--- src/rtl/drive_arbiter_if.sv ---
// drive_arbiter_if: command-source and PWM-driver bus of the drive arbiter.
// master = command sources / environment, slave = the arbiter itself.
interface drive_arbiter_if;
    logic       tick;
    logic [2:0] req;
    logic [2:0] vld;
    logic [1:0] cmd_us;
    logic [1:0] cmd_ir;
    logic [1:0] cmd_bt;
    logic [1:0] mode;
    logic [1:0] drv_us;
    logic [1:0] drv_ir;
    logic [1:0] drv_bt;
    logic [2:0] grant;
    logic       fault;

    modport master (
        output tick, req, vld, cmd_us, cmd_ir, cmd_bt,
        input  mode, drv_us, drv_ir, drv_bt, grant, fault
    );

    modport slave (
        input  tick, req, vld, cmd_us, cmd_ir, cmd_bt,
        output mode, drv_us, drv_ir, drv_bt, grant, fault
    );
endinterface

--- src/rtl/drive_arbiter.sv ---
// drive_arbiter: grants one of three command sources (bit0 ultrasonic,
// bit1 IR, bit2 Bluetooth) to the motor/steer PWM driver. Fixed priority
// BT > US > IR, minimum hold before US may take over from IR, a forced
// stop (DEAD) on every ownership change and a command-stream watchdog.
// Optional feature: define ARB_WATCHDOG_EN to build the watchdog and FAULT
// state; without it FAULT is tied low and VLD is ignored.
module drive_arbiter #(
    parameter int unsigned HOLD_TICKS    = 5,
    parameter int unsigned DEAD_TICKS    = 2,
    parameter int unsigned TIMEOUT_TICKS = 25
) (
    input  logic             clk,
    input  logic             rst,
    drive_arbiter_if.slave   bus
);
    localparam logic [7:0] HOLD_LIM    = 8'(HOLD_TICKS);
    localparam logic [7:0] DEAD_LIM    = 8'(DEAD_TICKS);
    localparam logic [7:0] TIMEOUT_LIM = 8'(TIMEOUT_TICKS);

    localparam logic [2:0] G_NONE = 3'b000;
    localparam logic [2:0] G_US   = 3'b001;
    localparam logic [2:0] G_IR   = 3'b010;
    localparam logic [2:0] G_BT   = 3'b100;

    localparam logic [1:0] MODE_STOP = 2'b11;
    localparam logic [1:0] CMD_STOP  = 2'b00;

    typedef enum logic [1:0] {
        ST_IDLE  = 2'b00,
        ST_DEAD  = 2'b01,
        ST_RUN   = 2'b10,
        ST_FAULT = 2'b11
    } state_t;

    // Highest-priority requester as a one-hot grant.
    function automatic logic [2:0] pick_owner(input logic [2:0] req);
        logic [2:0] g;
        if (req[2]) begin
            g = G_BT;
        end else if (req[0]) begin
            g = G_US;
        end else if (req[1]) begin
            g = G_IR;
        end else begin
            g = G_NONE;
        end
        return g;
    endfunction

    // Driver MODE code of a one-hot owner.
    function automatic logic [1:0] mode_of(input logic [2:0] g);
        logic [1:0] m;
        case (g)
            G_US:    m = 2'b00;
            G_IR:    m = 2'b01;
            G_BT:    m = 2'b10;
            default: m = MODE_STOP;
        endcase
        return m;
    endfunction

    // True when some source of strictly higher priority than g requests.
    function automatic logic outranks(input logic [2:0] req, input logic [2:0] g);
        logic r;
        case (g)
            G_IR:    r = req[2] | req[0];
            G_US:    r = req[2];
            default: r = 1'b0;
        endcase
        return r;
    endfunction

    state_t     state_r;
    logic [2:0] grant_r;
    logic [1:0] mode_r;
    logic [1:0] drv_us_r;
    logic [1:0] drv_ir_r;
    logic [1:0] drv_bt_r;
    logic [7:0] dead_cnt_r;
    logic [7:0] hold_r;

    logic       owner_req_s;
    logic       higher_s;
    logic       preempt_s;
    logic [1:0] run_us_s;
    logic [1:0] run_ir_s;
    logic [1:0] run_bt_s;

`ifdef ARB_WATCHDOG_EN
    logic [7:0] wdog_r;
    logic       fault_r;
    logic       owner_vld_s;
    assign owner_vld_s = |(bus.vld & grant_r);
`else
    logic       unused_vld_s;
    assign unused_vld_s = ^bus.vld;
`endif

    assign owner_req_s = |(bus.req & grant_r);
    assign higher_s    = outranks(bus.req, grant_r);

    // RUN-time preemption: BT takes any other owner at once, US takes IR only after the hold.
    always_comb begin
        preempt_s = 1'b0;
        if (bus.req[2] && (grant_r != G_BT)) begin
            preempt_s = 1'b1;
        end else if (bus.req[0] && (grant_r == G_IR) && (hold_r == HOLD_LIM)) begin
            preempt_s = 1'b1;
        end else begin
            preempt_s = 1'b0;
        end
    end

    // Route only the owner's command to its driver bus; every other bus stops.
    always_comb begin
        run_us_s = CMD_STOP;
        run_ir_s = CMD_STOP;
        run_bt_s = CMD_STOP;
        case (grant_r)
            G_US:    run_us_s = bus.cmd_us;
            G_IR:    run_ir_s = bus.cmd_ir;
            G_BT:    run_bt_s = bus.cmd_bt;
            default: run_us_s = CMD_STOP;
        endcase
    end

    // Arbitration FSM with registered outputs; outputs default to "stopped" each cycle.
    always_ff @(posedge clk) begin
        if (rst) begin
            state_r    <= ST_IDLE;
            grant_r    <= G_NONE;
            mode_r     <= MODE_STOP;
            drv_us_r   <= CMD_STOP;
            drv_ir_r   <= CMD_STOP;
            drv_bt_r   <= CMD_STOP;
            dead_cnt_r <= 8'd0;
            hold_r     <= 8'd0;
`ifdef ARB_WATCHDOG_EN
            wdog_r     <= 8'd0;
            fault_r    <= 1'b0;
`endif
        end else begin
            mode_r   <= MODE_STOP;
            drv_us_r <= CMD_STOP;
            drv_ir_r <= CMD_STOP;
            drv_bt_r <= CMD_STOP;
`ifdef ARB_WATCHDOG_EN
            fault_r  <= 1'b0;
`endif
            case (state_r)
                ST_IDLE: begin
                    if (|bus.req) begin
                        grant_r    <= pick_owner(bus.req);
                        dead_cnt_r <= 8'd0;
                        state_r    <= ST_DEAD;
                    end else begin
                        grant_r    <= G_NONE;
                    end
                end
                ST_DEAD: begin
                    if (!owner_req_s) begin
                        grant_r <= G_NONE;
                        state_r <= ST_IDLE;
                    end else if (higher_s) begin
                        // Restarting the count keeps the full stop interval for the new owner.
                        grant_r    <= pick_owner(bus.req);
                        dead_cnt_r <= 8'd0;
                    end else if (bus.tick) begin
                        if ((dead_cnt_r + 8'd1) == DEAD_LIM) begin
                            state_r    <= ST_RUN;
                            dead_cnt_r <= 8'd0;
                            hold_r     <= 8'd0;
`ifdef ARB_WATCHDOG_EN
                            wdog_r     <= 8'd0;
`endif
                            mode_r     <= mode_of(grant_r);
                            drv_us_r   <= run_us_s;
                            drv_ir_r   <= run_ir_s;
                            drv_bt_r   <= run_bt_s;
                        end else begin
                            dead_cnt_r <= dead_cnt_r + 8'd1;
                        end
                    end else begin
                        dead_cnt_r <= dead_cnt_r;
                    end
                end
                ST_RUN: begin
                    if (!owner_req_s) begin
                        grant_r <= G_NONE;
                        state_r <= ST_IDLE;
                    end else if (preempt_s) begin
                        grant_r    <= pick_owner(bus.req);
                        dead_cnt_r <= 8'd0;
                        state_r    <= ST_DEAD;
`ifdef ARB_WATCHDOG_EN
                    end else if (wdog_r == TIMEOUT_LIM) begin
                        fault_r <= 1'b1;
                        state_r <= ST_FAULT;
`endif
                    end else begin
                        mode_r   <= mode_of(grant_r);
                        drv_us_r <= run_us_s;
                        drv_ir_r <= run_ir_s;
                        drv_bt_r <= run_bt_s;
                        if (bus.tick && (hold_r < HOLD_LIM)) begin
                            hold_r <= hold_r + 8'd1;
                        end else begin
                            hold_r <= hold_r;
                        end
`ifdef ARB_WATCHDOG_EN
                        // A refresh wins over a coincident TICK.
                        if (owner_vld_s) begin
                            wdog_r <= 8'd0;
                        end else if (bus.tick) begin
                            wdog_r <= wdog_r + 8'd1;
                        end else begin
                            wdog_r <= wdog_r;
                        end
`endif
                    end
                end
                ST_FAULT: begin
`ifdef ARB_WATCHDOG_EN
                    if (!owner_req_s) begin
                        grant_r <= G_NONE;
                        state_r <= ST_IDLE;
                    end else begin
                        fault_r <= 1'b1;
                    end
`else
                    grant_r <= G_NONE;
                    state_r <= ST_IDLE;
`endif
                end
                default: begin
                    grant_r <= G_NONE;
                    state_r <= ST_IDLE;
                end
            endcase
        end
    end

    assign bus.mode   = mode_r;
    assign bus.grant  = grant_r;
    assign bus.drv_us = drv_us_r;
    assign bus.drv_ir = drv_ir_r;
    assign bus.drv_bt = drv_bt_r;
`ifdef ARB_WATCHDOG_EN
    assign bus.fault  = fault_r;
`else
    assign bus.fault  = 1'b0;
`endif

endmodule
--- src/flat_wrapper.sv ---
// flat-port wrapper written by rule: the top's interface ports become plain ports
module drive_arbiter_flat 
#(
    parameter int unsigned HOLD_TICKS    = 5,
    parameter int unsigned DEAD_TICKS    = 2,
    parameter int unsigned TIMEOUT_TICKS = 25
)
  (clk, rst, bus_tick, bus_req, bus_vld, bus_cmd_us, bus_cmd_ir, bus_cmd_bt, bus_mode, bus_drv_us, bus_drv_ir, bus_drv_bt, bus_grant, bus_fault);
  drive_arbiter_if bus_i ();
  input  logic clk;
  input  logic rst;
  input wire logic [$bits(bus_i.tick)-1:0] bus_tick;
  input wire logic [$bits(bus_i.req)-1:0] bus_req;
  input wire logic [$bits(bus_i.vld)-1:0] bus_vld;
  input wire logic [$bits(bus_i.cmd_us)-1:0] bus_cmd_us;
  input wire logic [$bits(bus_i.cmd_ir)-1:0] bus_cmd_ir;
  input wire logic [$bits(bus_i.cmd_bt)-1:0] bus_cmd_bt;
  output wire logic [$bits(bus_i.mode)-1:0] bus_mode;
  output wire logic [$bits(bus_i.drv_us)-1:0] bus_drv_us;
  output wire logic [$bits(bus_i.drv_ir)-1:0] bus_drv_ir;
  output wire logic [$bits(bus_i.drv_bt)-1:0] bus_drv_bt;
  output wire logic [$bits(bus_i.grant)-1:0] bus_grant;
  output wire logic [$bits(bus_i.fault)-1:0] bus_fault;
  assign bus_i.tick = bus_tick;
  assign bus_i.req = bus_req;
  assign bus_i.vld = bus_vld;
  assign bus_i.cmd_us = bus_cmd_us;
  assign bus_i.cmd_ir = bus_cmd_ir;
  assign bus_i.cmd_bt = bus_cmd_bt;
  assign bus_mode = bus_i.mode;
  assign bus_drv_us = bus_i.drv_us;
  assign bus_drv_ir = bus_i.drv_ir;
  assign bus_drv_bt = bus_i.drv_bt;
  assign bus_grant = bus_i.grant;
  assign bus_fault = bus_i.fault;
  drive_arbiter #(.HOLD_TICKS(HOLD_TICKS), .DEAD_TICKS(DEAD_TICKS), .TIMEOUT_TICKS(TIMEOUT_TICKS)) u_core (.clk(clk), .rst(rst), .bus(bus_i));
endmodule
--- config.mk ---
export PLATFORM = sky130hd
export DESIGN_NAME = drive_arbiter_flat
export DESIGN_NICKNAME = d
export VERILOG_FILES = /design/src/rtl/drive_arbiter_if.sv /design/src/rtl/drive_arbiter.sv /design/src/flat_wrapper.sv
export SDC_FILE = /design/constraint.sdc
export NUM_CORES = 1
export LEC_CHECK = 0
export ABC_AREA = 1
export CAP_MARGIN = 30
export CELL_PAD_IN_SITES_DETAIL_PLACEMENT = 0
export CELL_PAD_IN_SITES_GLOBAL_PLACEMENT = 2
export CORE_MARGIN = 2
export CORE_UTILIZATION = 31
export DETAILED_ROUTE_END_ITERATION = 8
export GPL_TIMING_DRIVEN = 0
export PLACE_DENSITY_LB_ADDON = 0.1
export RECOVER_POWER = 50
export SYNTH_ARGS = -nofsm -noshare
export SYNTH_HDL_FRONTEND = slang
export SYNTH_SLANG_ARGS = --single-unit
--- constraint.sdc ---
create_clock -name clk -period 1.85 [get_ports clk]
set_input_delay 0.4625 -clock clk [delete_from_list [all_inputs] [get_ports clk]]
set_output_delay 0.4625 -clock clk [all_outputs]
set_load 0.005 [all_outputs]
Word-level counts from Yosys, hierarchy flattened
Cells that the tools add are included.

Bits of input ports: 15. Register bits: 29. Output and inout bits: 12.

Equal/unequal tests: 24. Muxes and demuxes: 68. Reduce and logical (&&, ||, !) cells: 13. Add/sub/neg operators: 2. Bitwise operators: 2. Order comparisons: 1.

Operator list (count): 8-bit two-way mux (14); 2-bit two-way mux (35); 8-bit case mux with 3 select lines (1); 3-bit two-way mux (7); 3-bit != test, second input constant (6); 8-bit by 1-bit adder with 8-bit output, second input constant (2); 2-bit case mux with 2 select lines (4); 8-bit case mux with 2 select lines (1); 2-bit by 1-bit != test with 1-bit output, second input constant (6); 3-bit case mux with 4 select lines (1); 8-bit by 2-bit == test with 1-bit output, second input constant (1); 8-bit by 3-bit == test with 1-bit output, second input constant (1); 8-bit by 3-bit < comparator with 1-bit output, second input constant (1); 2-bit case mux with 4 select lines (1); 8-bit AND reduction (1); 2-bit != test, second input constant (3); 2-bit case mux with 3 select lines (1); 6-bit AND reduction (1); 3-bit OR reduction (2); 5-bit AND reduction (1); 2-bit == test, second input constant (2); 1-bit logical AND (4); 3-bit bitwise AND (1); 3-bit by 1-bit == test with 1-bit output, second input constant (1); other kinds (11) (12).

Logic depth before layout (Yosys ltp)
Gate-level depths: netlist of the first run.

Depth in word-level cells: 8. Gate-level depth with buffers: 13. Mapped depth without buffers: 13.

Least setup slack after synthesis of the first run
OpenSTA, ideal clock, no wires.

Path kind: register -> register. From: register u_core.state_r[0]. To: register u_core.hold_r[4]. Arrival time: 1.572 ns. Cell stages (with the launch flop): 11. Library setup time: 0.135 ns. Clock period less this slack: 1.707 ns. Slack: 0.143 ns. Cell sequence: dfxtp_1 > inv_1 > ha_1 > nor2_1 > nor2_4 > nor2_2 > nand3_2 > nor2_4 > nand2_4 > inv_2 > nor3_2.

Longest elaborated chain between the ends: 3.

Ends and longest elaborated chain: start, declared (RTL line drive_arbiter.sv:73) `state_t state_r;`; start signal, assigned (RTL line drive_arbiter.sv:130) `state_r <= ST_IDLE;`; start signal, assigned (RTL line drive_arbiter.sv:155) `state_r <= ST_DEAD;`; start signal, assigned (RTL line drive_arbiter.sv:163) `state_r <= ST_IDLE;`; 2-bit == test or 2-bit by 1-bit == test with 1-bit output (tied branches) (RTL line drive_arbiter.sv:150) `case (state_r)`; 2-bit by 1-bit != test with 1-bit output (no source line), or another cell as far along; 8-bit AND reduction (no source line); end signal, assigned (RTL line drive_arbiter.sv:206) `hold_r <= hold_r + 8'd1;`; end signal, assigned (RTL line drive_arbiter.sv:208) `hold_r <= hold_r;`; end, declared (RTL line drive_arbiter.sv:80) `logic [7:0] hold_r;`.

Parallel ways exist; a longest one is shown, timed or not. A chain may end at the register's enable or synchronous reset.

Worst setup path after layout of the first run
From: register u_core.grant_r[2], in the netlist u_core.bus.grant[2]. To: output bus_grant[2].

RTL lines: start, declared (RTL line drive_arbiter.sv:74) `logic [2:0] grant_r;`; start signal, assigned (RTL line drive_arbiter.sv:153) `grant_r <= pick_owner(bus.req);`; start signal, assigned (RTL line drive_arbiter.sv:166) `grant_r <= pick_owner(bus.req);`; start signal, assigned (RTL line drive_arbiter.sv:192) `grant_r <= pick_owner(bus.req);`; end, declared (RTL line flat_wrapper.sv:22) `output wire logic [$bits(bus_i.grant)-1:0] bus_grant;`.

No word-level cell between the ends.

==> results.toml, run 1 <==
[sta]
rsz0062_at_grt = "no"
max_slew.worst_pin.slew_ps = 636
hold_viol = 0
fmax_mhz = 575
slew_headroom_pct = 57.6
fin_worst_skew_ps = 8.46
fin_crit_ps = 1740
setup_viol = 0
fin_crit_sh_pct = 93.9
drv_slew = 0

[final_layout]
regArea_um2 = 587
diodes = 0
num-fill-cells = 630
area_delta_synth_final_pct = 26.8
final_area_mm2 = 0.00237
drive_gt1_share_pct = 24.0
fin_util_pct = 40.3
multi_input_area_mm2 = 0.00118
final_nets = 311

[cts]
cts_tree = "done"
cts_max_path_buffers = 2
clock_latency_ps = 280
cts_sinks = 29
cts_root_buffer = "clkbuf_8"
hold_buffers = 0
clkTransAtPathRegs_ps = 70
htreeDepth = 2
cts_made_buffers = 5

[worst_setup_path]
max_stage_delay_ps = 590
crit_required_ps = 1390
path_delay_family = "buffers and inverters"
cpMaxStageDelayCell = "dlygate4sd3_1"
r2r_start = "u_core.state_r[1]"
end_kind = "output port"
crit_buf_inv = 1
path_class = "flop to output port"
worstSetupStartpointType = "flop"
critPathLaunch = "u_core.bus.grant[2]"
cp_cell_sequence = "dlygate4sd3_1"
crit_arrival_ps = 1280
cp_max_fo = 6

[drt]
drt-pass1-iter-count = 4
routed_wl_um = 4300
wl_per_cell_um = 11.9
drc = 0
ant_nets = 0
drt_iter0_markers = 48
vias = 1621
post_drt_via_cell_ratio = 4.48

[die]
initial_core_util_pct = 31.8
pin_count = 27
fp.dieW_um = 81.7
die_h_um = 81.7
core_area_mm2 = 0.00589
dieArea_mm2 = 0.00667
std_cell_rows = 28

[synth]
synth_top_area_share_pct = 31.0
yosysTopAreaCell = "dfxtp_1"
yosys-top-cells-area = "dfxtp_1, nand2_1, ha_1"
synth.most_common_cell = "nand2_1"
ys_ff_latch = 29
synth_edf_count = 0
yosys.cell_types.count = 36
synth_cells = 256
netlist_area_mm2 = 0.00187
synth_common_cells = "nand2_1, inv_1, dfxtp_1, nor2_1, a21oi_1"
yosysWarnings = 0
synth_fp_nets = 281
synthArstFlopShare_pct = 0
ys_seq_area_share_pct = 31.0
ys.flop_type = "dfxtp_1"
syn_avg_cell_area_um2 = 7.31

[grt]
grt_usage_pct = 14.8
antenna_found_initial = 0
gr-total-overflow = 0
grt_pass1_vias = 1540
grt_pass1_wl_um = 7400
grt_start_max_net_pins = 11

[min_path]
worstHoldStart = "u_core.hold_r[7]"
hold_path.class = "flop to flop"

[power]
p_leak_nw = 0.953
pwr-share-comb_pct = 34.2
p_per_area_mw_per_mm2 = 874
swShare_pct = 37.2
seq_power_share_pct = 37.3
clock_power_share_pct = 28.6
peakVddDrop_uv = 339
power.net_switching_w = 0.000771
internal-power_w = 0.00130

[run]
cap_violations = 0

[placed_design]
portBuffers = 22
placed_area_mm2 = 0.00218
globalplace.congestion = 0.698
hpwl_um = 3290

[status]
status = "finished clean"
-- power groups by stage --
stage,sequential [W],clock [W],combinational (W)
after floorplan,0.000762,0,0.000516
after global placement,0.000778,0,0.000689
after detailed placement,0.000778,0,0.000684
after CTS,0.000764,0.000614,0.000716
after global routing,0.000783,0.000649,0.000803
final,0.000772,0.000592,0.000709
-- through the flow --
stage                     TNS, ps  hold WS [ps]  cells  power [W]  setup WS (ps)
final                           0           452    362    0.00207            112
after global routing            0           488    362    0.00223         0.0147
after CTS                       0           456    362    0.00209           4.49
after detailed placement    -9280           443    353    0.00146           -414
after global placement      -9170           443    353    0.00147           -402
after floorplan                 0           432    256    0.00128            143
-- cells in the final DEF, fill, tap and decap left out, drive strengths merged, types with 9 or more instances in the layout --
cell type / Yosys / final
ha: 10 / 10
nand3: 23 / 23
clkbuf: 2 / 9
nor3: 9 / 9
dlygate4sd3: 0 / 10
dfxtp: 29 / 29
a21oi: 24 / 24
clkdlybuf4s50: 0 / 9
inv: 36 / 36
nor2: 37 / 37
o21ai: 12 / 12
nand2: 60 / 60
-- area by class of cell --
class / instances / share of cell area (%)
clock inverter: 1 / 0.211
timing repair buffer: 23 / 10.1
clock buffer: 7 / 4.06
tap: 75 / 3.96
inverter: 36 / 5.80
buffer: 4 / 1.16
sequential: 29 / 24.7
multi-input combinational: 187 / 49.9
-- kinds of logic (layout without fill, tap and decap cells) --
| family | after synthesis | in the layout | synth area share, % |
|---|---|---|---|
| other | 1 | 1 | 0.200 |
| xor gates and xnor gates | 2 | 2 | 0.937 |
| DFF | 29 | 29 | 31.0 |
| adders and majority gates | 10 | 10 | 6.69 |
| and+or+nand+nor | 136 | 136 | 40.4 |
| AOI/OAI and AO/OA | 38 | 38 | 12.0 |
| buffers and inverters | 40 | 71 | 8.70 |
-- repair_timing --
action	4_1_cts	5_1_grt
resized for setup	11	11
buffers inserted	1	0
pin swaps	2	1
cloned	0	0
setup endpoints to repair	23	22
-- final timing paths --
check,to,slack (ps),depth (start not counted)
hold / removal,u_core.hold_r[7],450,2
setup reg to reg,u_core.hold_r[7],160,10
setup / recovery,bus_grant[2],110,1
hold reg to reg,u_core.hold_r[7],450,2
-- metal layers --
metal,global-route usage [%],part of all wire (%)
met4,6.00,0.93
met5,0,0
met3,3.63,3.1
met2,21.5,45
met1,20.8,51
-- state kept, by name, summed over array words and instances, names as in the netlist --
| name | flops |
|---|---|
| u_core.state_r | 2 |
| u_core.bus.drv_us | 2 |
| u_core.bus.drv_ir | 2 |
| u_core.bus.mode | 2 |
| u_core.dead_cnt_r | 8 |
| u_core.hold_r | 8 |
| u_core.bus.drv_bt | 2 |
| u_core.bus.grant | 3 |
-- tightest hold or removal path, delay by kind of cell (launching register included) --
family / cells / cell delay [ps]
buffers and inverters: 1 / 70
DFF: 1 / 300
and+or+nand+nor: 1 / 50
Note: power is estimated with default switching activity, not from simulation.
==> run 2, diff against run 1 <==
--- a/config.mk
+++ b/config.mk
@@ -12,3 +12,4 @@
 export CORE_MARGIN = 2
-export CORE_UTILIZATION = 31
+export CORE_UTILIZATION = 32
+export CTS_BUF_LIST = sky130_fd_sc_hd__clkbuf_4 sky130_fd_sc_hd__clkbuf_8
 export DETAILED_ROUTE_END_ITERATION = 8
@@ -17,2 +18,3 @@
 export RECOVER_POWER = 50
+export SLEW_MARGIN = 20
 export SYNTH_ARGS = -nofsm -noshare
--- a/constraint.sdc
+++ b/constraint.sdc
@@ -3,2 +3,2 @@
 set_output_delay 0.4625 -clock clk [all_outputs]
-set_load 0.005 [all_outputs]
+set_load 0.02 [all_outputs]
==> results.toml, run 2 (synthesized netlist as in run 1, its figures left out) <==
[status]
status = "finished clean"

[die]
fp.dieW_um = 80.5
core_area_mm2 = 0.00557
pin_count = 27
std_cell_rows = 27
dieArea_mm2 = 0.00647
die_h_um = 80.5
initial_core_util_pct = 33.6

[sta]
setup_viol = 0
slew_headroom_pct = 57.3
fmax_mhz = 555
fin_worst_skew_ps = 5.97
drv_slew = 0
rsz0062_at_grt = "no"
tns_ps = 0
fin_crit_ps = 1800
max_slew.worst_pin.slew_ps = 641
hold_viol = 0
fin_crit_sh_pct = 97.4

[placed_design]
globalplace.congestion = 0.820
placed_cells = 350
portBuffers = 22
hpwl_um = 3350
placed_area_mm2 = 0.00218

[cts]
htreeDepth = 2
cts_max_path_buffers = 2
cts_tree = "done"
cts_sinks = 29
cts_made_buffers = 5
hold_buffers = 0
cts_root_buffer = "clkbuf_8"
clkTransAtPathRegs_ps = 60
clock_latency_ps = 280

[final_layout]
final_cells = 360
drive_gt1_share_pct = 25.3
multi_input_area_mm2 = 0.00118
layout_common_cells = "nand2_1, inv_1, nor2_1"
final_nets = 312
diodes = 0
final_common_cell = "nand2_1"
regArea_um2 = 589
num-fill-cells = 624
final_area_mm2 = 0.00237
area_delta_synth_final_pct = 26.5
fin_util_pct = 42.4

[grt]
grt_pass1_vias = 1606
gr-total-overflow = 0
grt_pass1_wl_um = 7490
grt_start_max_net_pins = 11
antenna_found_initial = 0
grt_usage_pct = 15.3

[worst_setup_path]
cpMaxStageDelayCell = "clkdlybuf4s50_1"
path_class = "flop to output port"
crit_buf_inv = 1
r2r_end = "u_core.hold_r[6]"
worst-r2r-setup-slack_ps = 150
end_kind = "output port"
cp_max_fo = 6
r2r_start = "u_core.state_r[1]"
worstSetupStartpointType = "flop"
cp_cell_sequence = "clkdlybuf4s50_1"
critPathLaunch = "u_core.bus.grant[2]"
path_delay_family = "buffers and inverters"
crit_arrival_ps = 1340
r2r_cells = 10
crit_required_ps = 1390
max_stage_delay_ps = 630

[power]
p_per_area_mw_per_mm2 = 876
total_power_w = 0.00207
peakVddDrop_uv = 402
p_leak_nw = 0.966

[min_path]
worstHoldStart = "u_core.hold_r[5]"
hold_path.class = "flop to flop"
worstHoldEndpoint = "u_core.hold_r[5]"
whs_path_depth = 2

[drt]
ant_nets = 0
vias = 1622
routed_wl_um = 4280
drt-pass1-iter-count = 4
post_drt_via_cell_ratio = 4.51
wl_per_cell_um = 11.9
drt_iter0_markers = 47
drc = 0

[run]
cap_violations = 0
[run 2: cell type report]
type | count | share of cell area, %
inverters | 36 | 5.82
clock inverters | 1 | 0.212
clock buffers | 7 | 4.07
repair buffers | 24 | 9.94
flip-flops and latches | 29 | 24.9
well taps | 72 | 3.81
plain buffers | 4 | 1.16
multi-input cells | 187 | 50.1
[run 2: worst reg2reg max path, stage by stage, from the launching register on]
cell and delay [ps]:
dfxtp_2 370, inv_1 110, ha_4 220, nand2_1 130, nand2_1 70, nor2_2 120
nand3_2 100, nor2_4 200, nand2_4 110, inv_4 90, nor3_2 40
[run 2: timing repair]
action,4_1_cts,5_1_grt
cloned,0,0
pin swaps,1,2
setup buffers,2,0
resized for setup,7,21
endpoints found under the setup margin,26,28
[run 2: how the worst max path moves through the flow]
| stage | end | slack [ps] | cells after the start |
|---|---|---|---|
| global placement | u_core.dead_cnt_r[0] | -430 | 9 |
| finish | bus_grant[2] | 50 | 1 |
| CTS | u_core.hold_r[6] | 6 | 10 |
| global route | u_core.hold_r[2] | 0.03 | 10 |
| detailed placement | u_core.dead_cnt_r[0] | -420 | 9 |
| floorplan | u_core.hold_r[4] | 140 | 10 |
[run 2: metrics by stage]
step / worst slack, ps / hold WS (ps)
after detailed placement: -417 / 443
final: 48.4 / 452
after floorplan: 143 / 432
after global placement: -428 / 444
after global routing: 0.0275 / 485
after CTS: 5.63 / 457
[run 2: per-layer routing]
layer | part of all wire (%) | track usage [%]
met5 | 0 | 0
met4 | 1.9 | 6.61
met3 | 2.3 | 3.37
met2 | 46 | 23.5
met1 | 50 | 20.4
[run 2: power by group]
group          switching [W]  internal [W]  leakage (nW)
Combinational       0.000444      0.000278         0.673
Clock               0.000242      0.000336        0.0542
Sequential         0.0000791      0.000693         0.238
Total               0.000765       0.00131         0.966
